**src/rtl/stone_ram_pkg.sv**
```systemverilog
// Shared types and constants for the stone RAM and its arbiter.
// Holds RAM geometry, arbiter states and the stone word layout.
package stone_ram_pkg;

    localparam int ADDR_W = 4;
    localparam int DATA_W = 32;
    localparam int DEPTH  = 1 << ADDR_W;

    typedef enum logic {
        S_IDLE = 1'b0,
        S_LOCK = 1'b1
    } state_t;

    // Stone word field offsets
    localparam int X_HI    = 31;
    localparam int X_LO    = 23;
    localparam int Y_HI    = 18;
    localparam int Y_LO    = 11;
    localparam int TYPE_HI = 3;
    localparam int TYPE_LO = 2;
    localparam int VIS_BIT = 1;
    localparam int MOV_BIT = 0;

    typedef struct packed {
        logic [8:0] x;
        logic [3:0] rsvd_hi;
        logic [7:0] y;
        logic [6:0] rsvd_lo;
        logic [1:0] kind;
        logic       visible;
        logic       moving;
    } stone_t;

    function automatic stone_t to_stone(logic [DATA_W-1:0] word);
        return stone_t'(word);
    endfunction

    function automatic logic stone_visible(logic [DATA_W-1:0] word);
        return word[VIS_BIT];
    endfunction

endpackage

```
**src/rtl/stone_ram_arbiter_if.sv**
```systemverilog
// Renderer, rope controller and RAM signals seen by the arbiter.
// slave is the arbiter view, master is the requester/RAM side.
interface stone_ram_arbiter_if;
    import stone_ram_pkg::*;

    logic              draw_req;
    logic [ADDR_W-1:0] draw_addr;
    logic              draw_gnt;
    logic              draw_rvalid;
    logic [DATA_W-1:0] draw_rdata;

    logic              rope_req;
    logic              rope_we;
    logic [ADDR_W-1:0] rope_addr;
    logic [DATA_W-1:0] rope_wdata;
    logic              rope_lock;
    logic              rope_gnt;
    logic              rope_rvalid;
    logic [DATA_W-1:0] rope_rdata;

    logic [ADDR_W-1:0] ram_address;
    logic [DATA_W-1:0] ram_data;
    logic              ram_wren;
    logic [DATA_W-1:0] ram_q;

    logic              lock_err;

    modport slave (
        input  draw_req, draw_addr,
        input  rope_req, rope_we, rope_addr, rope_wdata, rope_lock,
        input  ram_q,
        output draw_gnt, draw_rvalid, draw_rdata,
        output rope_gnt, rope_rvalid, rope_rdata,
        output ram_address, ram_data, ram_wren,
        output lock_err
    );

    modport master (
        output draw_req, draw_addr,
        output rope_req, rope_we, rope_addr, rope_wdata, rope_lock,
        output ram_q,
        input  draw_gnt, draw_rvalid, draw_rdata,
        input  rope_gnt, rope_rvalid, rope_rdata,
        input  ram_address, ram_data, ram_wren,
        input  lock_err
    );

endinterface

```
**src/rtl/stone_ram_arbiter.sv**
```systemverilog
// Arbitrates the single-port stone RAM between renderer and rope.
// Bounded rope latency via a draw streak limit; atomic locked rope updates.
module stone_ram_arbiter
    import stone_ram_pkg::*;
#(
    parameter int MAX_DRAW_STREAK = 8,
    parameter int LOCK_TIMEOUT    = 16
) (
    input logic                clock,
    input logic                resetn,
    stone_ram_arbiter_if.slave bus
);

    localparam int SW = $clog2(MAX_DRAW_STREAK + 1);
    localparam int LW = (LOCK_TIMEOUT > 1) ? $clog2(LOCK_TIMEOUT) : 1;
    localparam logic [SW-1:0] STREAK_MAX = SW'(MAX_DRAW_STREAK);
    localparam logic [LW-1:0] CNT_LAST   = LW'(LOCK_TIMEOUT - 1);

    state_t        state;
    state_t        state_nx;
    logic [SW-1:0] streak;
    logic [SW-1:0] streak_nx;
    logic [LW-1:0] lock_cnt;
    logic [LW-1:0] lock_cnt_nx;
    logic          lock_err_q;
    logic          lock_err_nx;
    logic          draw_gnt;
    logic          rope_gnt;
    logic          draw_rvalid_q;
    logic          rope_rvalid_q;

    always_ff @(posedge clock or negedge resetn) begin
        if (!resetn) begin
            state         <= S_IDLE;
            streak        <= '0;
            lock_cnt      <= '0;
            lock_err_q    <= 1'b0;
            draw_rvalid_q <= 1'b0;
            rope_rvalid_q <= 1'b0;
        end else begin
            state         <= state_nx;
            streak        <= streak_nx;
            lock_cnt      <= lock_cnt_nx;
            lock_err_q    <= lock_err_nx;
            draw_rvalid_q <= draw_gnt;
            rope_rvalid_q <= rope_gnt && !bus.rope_we;
        end
    end

    always_comb begin
        state_nx    = state;
        lock_cnt_nx = lock_cnt;
        lock_err_nx = lock_err_q;
        draw_gnt    = 1'b0;
        rope_gnt    = 1'b0;
        unique case (state)
            S_IDLE: begin
                rope_gnt = bus.rope_req &&
                           (!bus.draw_req || streak >= STREAK_MAX);
                draw_gnt = bus.draw_req && !rope_gnt;
                if (rope_gnt && bus.rope_lock) begin
                    state_nx    = S_LOCK;
                    lock_cnt_nx = '0;
                end
            end
            S_LOCK: begin
                rope_gnt    = bus.rope_req;
                lock_cnt_nx = lock_cnt + 1'b1;
                // A release wins over a simultaneous timeout
                if (!bus.rope_lock) begin
                    state_nx = S_IDLE;
                end else if (lock_cnt == CNT_LAST) begin
                    state_nx    = S_IDLE;
                    lock_err_nx = 1'b1;
                end
            end
        endcase
    end

    always_comb begin
        streak_nx = streak;
        if (rope_gnt || !bus.rope_req) begin
            streak_nx = '0;
        end else if (draw_gnt && streak < STREAK_MAX) begin
            streak_nx = streak + 1'b1;
        end
    end

    always_comb begin
        bus.ram_address = '0;
        if (rope_gnt) begin
            bus.ram_address = bus.rope_addr;
        end else if (draw_gnt) begin
            bus.ram_address = bus.draw_addr;
        end
    end

    assign bus.ram_wren    = rope_gnt && bus.rope_we;
    assign bus.ram_data    = bus.rope_wdata;
    assign bus.draw_gnt    = draw_gnt;
    assign bus.rope_gnt    = rope_gnt;
    assign bus.draw_rvalid = draw_rvalid_q;
    assign bus.rope_rvalid = rope_rvalid_q;
    assign bus.draw_rdata  = bus.ram_q;
    assign bus.rope_rdata  = bus.ram_q;
    assign bus.lock_err    = lock_err_q;

endmodule

```
**src/flat_wrapper.sv**
```systemverilog
// flat-port wrapper written by rule: the top's interface ports become plain ports
module stone_ram_arbiter_flat import stone_ram_pkg::*;
#(
    parameter int MAX_DRAW_STREAK = 8,
    parameter int LOCK_TIMEOUT    = 16
)
  (clock, resetn, bus_draw_req, bus_draw_addr, bus_rope_req, bus_rope_we, bus_rope_addr, bus_rope_wdata, bus_rope_lock, bus_ram_q, bus_draw_gnt, bus_draw_rvalid, bus_draw_rdata, bus_rope_gnt, bus_rope_rvalid, bus_rope_rdata, bus_ram_address, bus_ram_data, bus_ram_wren, bus_lock_err);
  stone_ram_arbiter_if bus_i ();
  input logic clock;
  input logic resetn;
  input wire logic [$bits(bus_i.draw_req)-1:0] bus_draw_req;
  input wire logic [$bits(bus_i.draw_addr)-1:0] bus_draw_addr;
  input wire logic [$bits(bus_i.rope_req)-1:0] bus_rope_req;
  input wire logic [$bits(bus_i.rope_we)-1:0] bus_rope_we;
  input wire logic [$bits(bus_i.rope_addr)-1:0] bus_rope_addr;
  input wire logic [$bits(bus_i.rope_wdata)-1:0] bus_rope_wdata;
  input wire logic [$bits(bus_i.rope_lock)-1:0] bus_rope_lock;
  input wire logic [$bits(bus_i.ram_q)-1:0] bus_ram_q;
  output wire logic [$bits(bus_i.draw_gnt)-1:0] bus_draw_gnt;
  output wire logic [$bits(bus_i.draw_rvalid)-1:0] bus_draw_rvalid;
  output wire logic [$bits(bus_i.draw_rdata)-1:0] bus_draw_rdata;
  output wire logic [$bits(bus_i.rope_gnt)-1:0] bus_rope_gnt;
  output wire logic [$bits(bus_i.rope_rvalid)-1:0] bus_rope_rvalid;
  output wire logic [$bits(bus_i.rope_rdata)-1:0] bus_rope_rdata;
  output wire logic [$bits(bus_i.ram_address)-1:0] bus_ram_address;
  output wire logic [$bits(bus_i.ram_data)-1:0] bus_ram_data;
  output wire logic [$bits(bus_i.ram_wren)-1:0] bus_ram_wren;
  output wire logic [$bits(bus_i.lock_err)-1:0] bus_lock_err;
  assign bus_i.draw_req = bus_draw_req;
  assign bus_i.draw_addr = bus_draw_addr;
  assign bus_i.rope_req = bus_rope_req;
  assign bus_i.rope_we = bus_rope_we;
  assign bus_i.rope_addr = bus_rope_addr;
  assign bus_i.rope_wdata = bus_rope_wdata;
  assign bus_i.rope_lock = bus_rope_lock;
  assign bus_i.ram_q = bus_ram_q;
  assign bus_draw_gnt = bus_i.draw_gnt;
  assign bus_draw_rvalid = bus_i.draw_rvalid;
  assign bus_draw_rdata = bus_i.draw_rdata;
  assign bus_rope_gnt = bus_i.rope_gnt;
  assign bus_rope_rvalid = bus_i.rope_rvalid;
  assign bus_rope_rdata = bus_i.rope_rdata;
  assign bus_ram_address = bus_i.ram_address;
  assign bus_ram_data = bus_i.ram_data;
  assign bus_ram_wren = bus_i.ram_wren;
  assign bus_lock_err = bus_i.lock_err;
  stone_ram_arbiter #(.MAX_DRAW_STREAK(MAX_DRAW_STREAK), .LOCK_TIMEOUT(LOCK_TIMEOUT)) u_core (.clock(clock), .resetn(resetn), .bus(bus_i));
endmodule
```
**config.mk**
```make
export PLATFORM = sky130hd
export DESIGN_NAME = stone_ram_arbiter_flat
export DESIGN_NICKNAME = d
export VERILOG_FILES = /design/src/rtl/stone_ram_pkg.sv /design/src/rtl/stone_ram_arbiter_if.sv /design/src/rtl/stone_ram_arbiter.sv /design/src/flat_wrapper.sv
export SDC_FILE = /design/constraint.sdc
export NUM_CORES = 1
export LEC_CHECK = 0
export BUFFER_PORTS_ARGS = -buffer_cell sky130_fd_sc_hd__buf_2
export CORE_AREA = 2 2 71 73
export DETAILED_ROUTE_END_ITERATION = 7
export DIE_AREA = 0 0 73 75
export PLACE_DENSITY = 0.75
export SETUP_SLACK_MARGIN = 0.05
export SLEW_MARGIN = 30
export SYNTH_ARGS = -nofsm -noshare
export SYNTH_HDL_FRONTEND = slang
export SYNTH_SLANG_ARGS = --single-unit
```
**constraint.sdc**
```tcl
create_clock -name clock -period 1.6 [get_ports clock]
set_input_delay 0.16 -clock clock [delete_from_list [all_inputs] [get_ports clock]]
set_output_delay 0.16 -clock clock [all_outputs]
set_load 0.005 [all_outputs]
```
### Word-level counts from Yosys, hierarchy flattened

Index checks and enable logic that the tools add are counted.

* word-level logic and storage cells: 39
* bits of input ports: 78
* output and inout bits: 106
* bits in registers: 12

* order comparisons: 2
* muxes and demuxes: 12
* $add $sub $neg: 2
* reductions and logical operators: 14
* equal/unequal tests: 2
* bitwise operators: 1

Operators with widths (count)
* $mux 4: 5
* $add 4x1->4 const B: 2
* $pmux 4 s2: 1
* $logic_and 1x1->1: 6
* $eq 4x4->1 const B: 1
* $ge 4x4->1 const B: 1
* $logic_not 1->1: 4
* $lt 4x4->1 const B: 1
* $mux 1: 4
* $pmux 1 s2: 2
* $reduce_and 3->1: 1
* $logic_or 1x1->1: 2
* $ne 2x1->1 const B: 1
* $reduce_bool 2->1: 1
* $not 1->1: 1

### Logic depth before layout (Yosys ltp)

* depth in word-level cells: 9
* gate-level depth with buffers: 5
* depth with buffers taken out: 3

### Least setup slack after synthesis

Ideal clock, no wire load.

* path type: reg2out
* start: reg u_core.state
* end: out bus_ram_address[0]
* required time: 1440 ps
* cell stages (with the launch flop): 6
* path buffers: 2
* arrival time: 1083 ps
* setup slack: 357 ps
* cells stage by stage: dfrtp_1 -> buf_6 -> nor3b_4 -> nor2b_1 -> buf_6 -> a22o_1

* longest elaborated chain between the ends: 3
* elaborated cells between the ends (all ways): 5
* classes of those cells: mux (4); bitwise (1)

RTL lines
* start: declaration: RTL line stone_ram_arbiter.sv:19 `state_t state;`
* start signal: assignment: RTL line stone_ram_arbiter.sv:41 `state <= state_nx;`
* $not 1->1: RTL line stone_ram_arbiter.sv:56 `unique case (state)`
* $pmux 1 s2 *: RTL line stone_ram_arbiter.sv:56
* net bus_rope_gnt: RTL line flat_wrapper.sv:22 `output wire logic [$bits(bus_i.rope_gnt)-1:0] bus_rope_gnt;`
* $mux 4 *: RTL line stone_ram_arbiter.sv:91 `if (rope_gnt) begin`
* end: declaration: RTL line flat_wrapper.sv:25 `output wire logic [$bits(bus_i.ram_address)-1:0] bus_ram_address;`

Mark *: on every way through the listed nets, which the timed path passes. The rest lies on a longest branch.

### Final worst setup path

* start: reg u_core.streak[3]
* end: out bus_ram_address[0]

* longest elaborated chain between the ends: 8
* elaborated cells between the ends (all ways): 9
* classes of those cells: order compare (1); mux (4); reduce/logical (4)

RTL lines
* start: declaration: RTL line stone_ram_arbiter.sv:21 `logic [SW-1:0] streak;`
* start signal: assignment: RTL line stone_ram_arbiter.sv:42 `streak <= streak_nx;`
* $ge 4x4->1 *: RTL line stone_ram_arbiter.sv:59 `(!bus.draw_req || streak >= STREAK_MAX);`
* $logic_or 1x1->1 *: RTL line stone_ram_arbiter.sv:59
* $logic_and 1x1->1 *: RTL line stone_ram_arbiter.sv:58 `rope_gnt = bus.rope_req &&`
* $logic_not 1->1: RTL line stone_ram_arbiter.sv:60 `draw_gnt = bus.draw_req && !rope_gnt;`
* $logic_and 1x1->1: RTL line stone_ram_arbiter.sv:60
* $mux 1: RTL line stone_ram_arbiter.sv:56
* $mux 4: RTL line stone_ram_arbiter.sv:93 `end else if (draw_gnt) begin`
* $mux 4 *: RTL line stone_ram_arbiter.sv:91

Every way passes the cells marked *; elsewhere a longest branch is shown, timed or not.

==> impl_metrics.ini <==
[critical_path]
crit_family = flip-flops
max_stage_delay_ns = 0.44
crit_arrival_ns = 1.36
crit_path_top_delay_cell = dfrtp_2
critPathBufInv = 1
end_kind = output port
criticalPathCategory = flop to output port
required_ns = 1.44
worstSetupStartpointType = flop
worstPathMaxFanout = 7
path_cells = nor3b_4 > nor2b_4 > a22o_1 > buf_2

[finish]
area_growth_pct = -35.17
diodes = 0
fill_cells = 503
multi_input_area_um2 = 276.5
num-nets-final = 162
layout_common_cells = buf_2 (23), dfrtp_1 (11), a22o_1 (7), buf_4 (4)
drive_above_1_share_pct = 46.84
register_area_um2 = 301.5
final_common_cell = buf_2

[run]
cap_violations = 0

[timing]
setup_ws_ns = 0.07856
fin_crit_sh_pct = 95.09
finalCriticalPeriod_ns = 1.521
finalSetupViolations = 0
finalHoldWorstSlack_ns = 0.07336
hold_viol = 0
rsz0062_at_grt = true
slew_viol_final = 0
fmax_mhz = 657.3
finalClockSkew_ns = 0.002520
tightestPinTransition_ns = 0.4071
relSlewSlack_pct = 72.73

[yosys]
syn_nets = 227
yosysSeqAreaShare_pct = 22.81
synth_cell_type_count = 23
ys.warnings.count = 0
synthCells = 146
syn_area_mm2 = 0.001316
postSynthAreaPerCell_um2 = 9.015
synth-seq-cells = 12

[placement]
place_hpwl_mm = 1.996
place_congestion = 0.7136
dp_slack_ns = 0.2625
port_buffers = 23

[drt]
ant_nets = 0
vias = 561
finalWirelength_mm = 2.439
remaining_drc_errors = 0
drtIter0Drc = 5
routedWlPerCell_um = 18.34
drt_pass1_iterations = 2
vias_per_cell = 4.218

[power_and_ir_drop]
pwr-share-clk_pct = 34.5
vdd_ir_drop_max_uv = 327.0
net-switching-power_uw = 205.7
pwr-share-comb_pct = 19.4
p_int_uw = 590.6
power_density_mw_per_mm2 = 933.2
seqPwrFrac_pct = 46.1
finalPower_uw = 796.3
swShare_pct = 25.83
p_leak_nw = 0.4322

[clock_tree]
cts_made_buffers = 3
clk_pin_slew_worst_paths_ns = 0.05
cts_tree = yes
clockBufferDepth = 2
insertion_delay_ns = 0.24
numClockSinks = 12
cts_root_buf = clkbuf_8
h-tree-depth = 1

[global_route]
grt_max_degree = 13
antenna_found_initial = 0
gr-total-overflow = 0
grt_pass1_vias = 552
grt_pass1_wl_mm = 3.339
grt_usage_pct = 8.644

[floorplanning]
io_pins = 184
rows = 25
initial_utilization_pct = 28.24
core_mm2 = 0.004661
fp.dieH_um = 75
dieArea_mm2 = 0.005475
die_x_um = 73

[outcome]
status = completed

[hold_path]
min-delay-path-class = input pin to flop
-- cells in the mapped netlist, drive strengths merged --
cell type	count	area, µm²
a211oi	1	7.510
a21oi	2	13.76
a22o	7	61.31
a31o	1	8.760
a31oi	1	6.260
and2	1	6.260
and3	2	13.77
buf	98	743.2
dfrtp	12	300.3
ha	3	37.54
inv	3	11.26
mux2	1	11.26
nand2	1	3.750
nand2b	2	12.51
nand3	2	10.01
nor2	3	11.26
nor2b	2	12.51
nor3b	1	18.77
xnor2	2	17.52
xor2	1	8.760
-- area by class of cell --
class | instances | area share [%]
multi-input cells | 33 | 32.40
well taps | 54 | 7.918
inverters | 3 | 1.320
repair buffers | 28 | 18.18
flip-flops and latches | 12 | 35.34
clock buffers | 3 | 4.839
-- worst register-to-register path: stages (launching register included) --
cell	delay, ns
dfrtp_2	0.44
nand2b_1	0.17
a31oi_1	0.36
mux2_2	0.23
-- what timing repair did --
item                                   CTS  global route
hold buffers                             1             0
resized for setup                        4             0
pin swaps                                1             5
endpoints found under the hold margin   12             0
setup endpoints to repair                5             4
setup buffers                            1             2
-- per-layer routing --
| metal | track usage, % | wire length (µm) | vias to the layer above |
|---|---|---|---|
| met5 | 0 | 0 | - |
| met1 | 6.705 | 658 | 241 |
| met2 | 14.61 | 1233 | 62 |
| met3 | 4.685 | 391 | 21 |
| met4 | 9.259 | 156 | 0 |
| li1 | - | - | 237 |
-- cell families after synthesis --
family | share of synthesized area, %
flops | 22.81
fa+ha+maj | 2.852
mux | 0.8555
simple gates | 6.749
xor+xnor | 1.997
buf+inv | 57.32
compound gates | 7.415
-- sequential cells by signal (all words and copies together) (netlist names) --
signal	cells
u_core.bus.draw_rvalid	1
u_core.bus.lock_err	1
u_core.bus.rope_rvalid	1
u_core.lock_cnt	4
u_core.state	1
u_core.streak	4
-- power groups by stage --
stage               Clock, mW  Sequential, mW  Combinational [mW]
floorplan                   0           0.365               0.286
CTS                     0.279           0.367               0.152
global route            0.294           0.371               0.172
detailed placement          0           0.371               0.142
global placement            0           0.371               0.136
finish                  0.275           0.367               0.154
-- stage by stage --
step / instances / util [%] / instance area, µm² / setup TNS [ns]
CTS: 131 / 17.99 / 838.3 / 0
detailed placement: 126 / 16.38 / 763.2 / 0
finish: 133 / 18.31 / 853.3 / 0
global route: 133 / 18.31 / 853.3 / -0.005308
global placement: 126 / 16.38 / 763.2 / 0
floorplan: 146 / - / 1316 / 0
-- worst paths after layout --
check                                                start  cells after the start  slack [ns]                                to
max                           u_core.streak[3]$_DFFE_PN0P_                      4        0.08                bus_ram_address[0]
min reg2reg                u_core.bus.lock_err$_DFFE_PN0P_                      1        0.46   u_core.bus.lock_err$_DFFE_PN0P_
min in group asynchronous                           resetn                      2        0.34            u_core.state$_DFF_PN0_
max reg2reg                   u_core.streak[3]$_DFFE_PN0P_                      3        0.34    u_core.lock_cnt[0]$_DFFE_PN0P_
max in group asynchronous                           resetn                      2        1.03      u_core.streak[3]$_DFFE_PN0P_
min                                            bus_rope_we                      2        0.07  u_core.bus.rope_rvalid$_DFF_PN0_
Power figures use the tool's default switching activity.
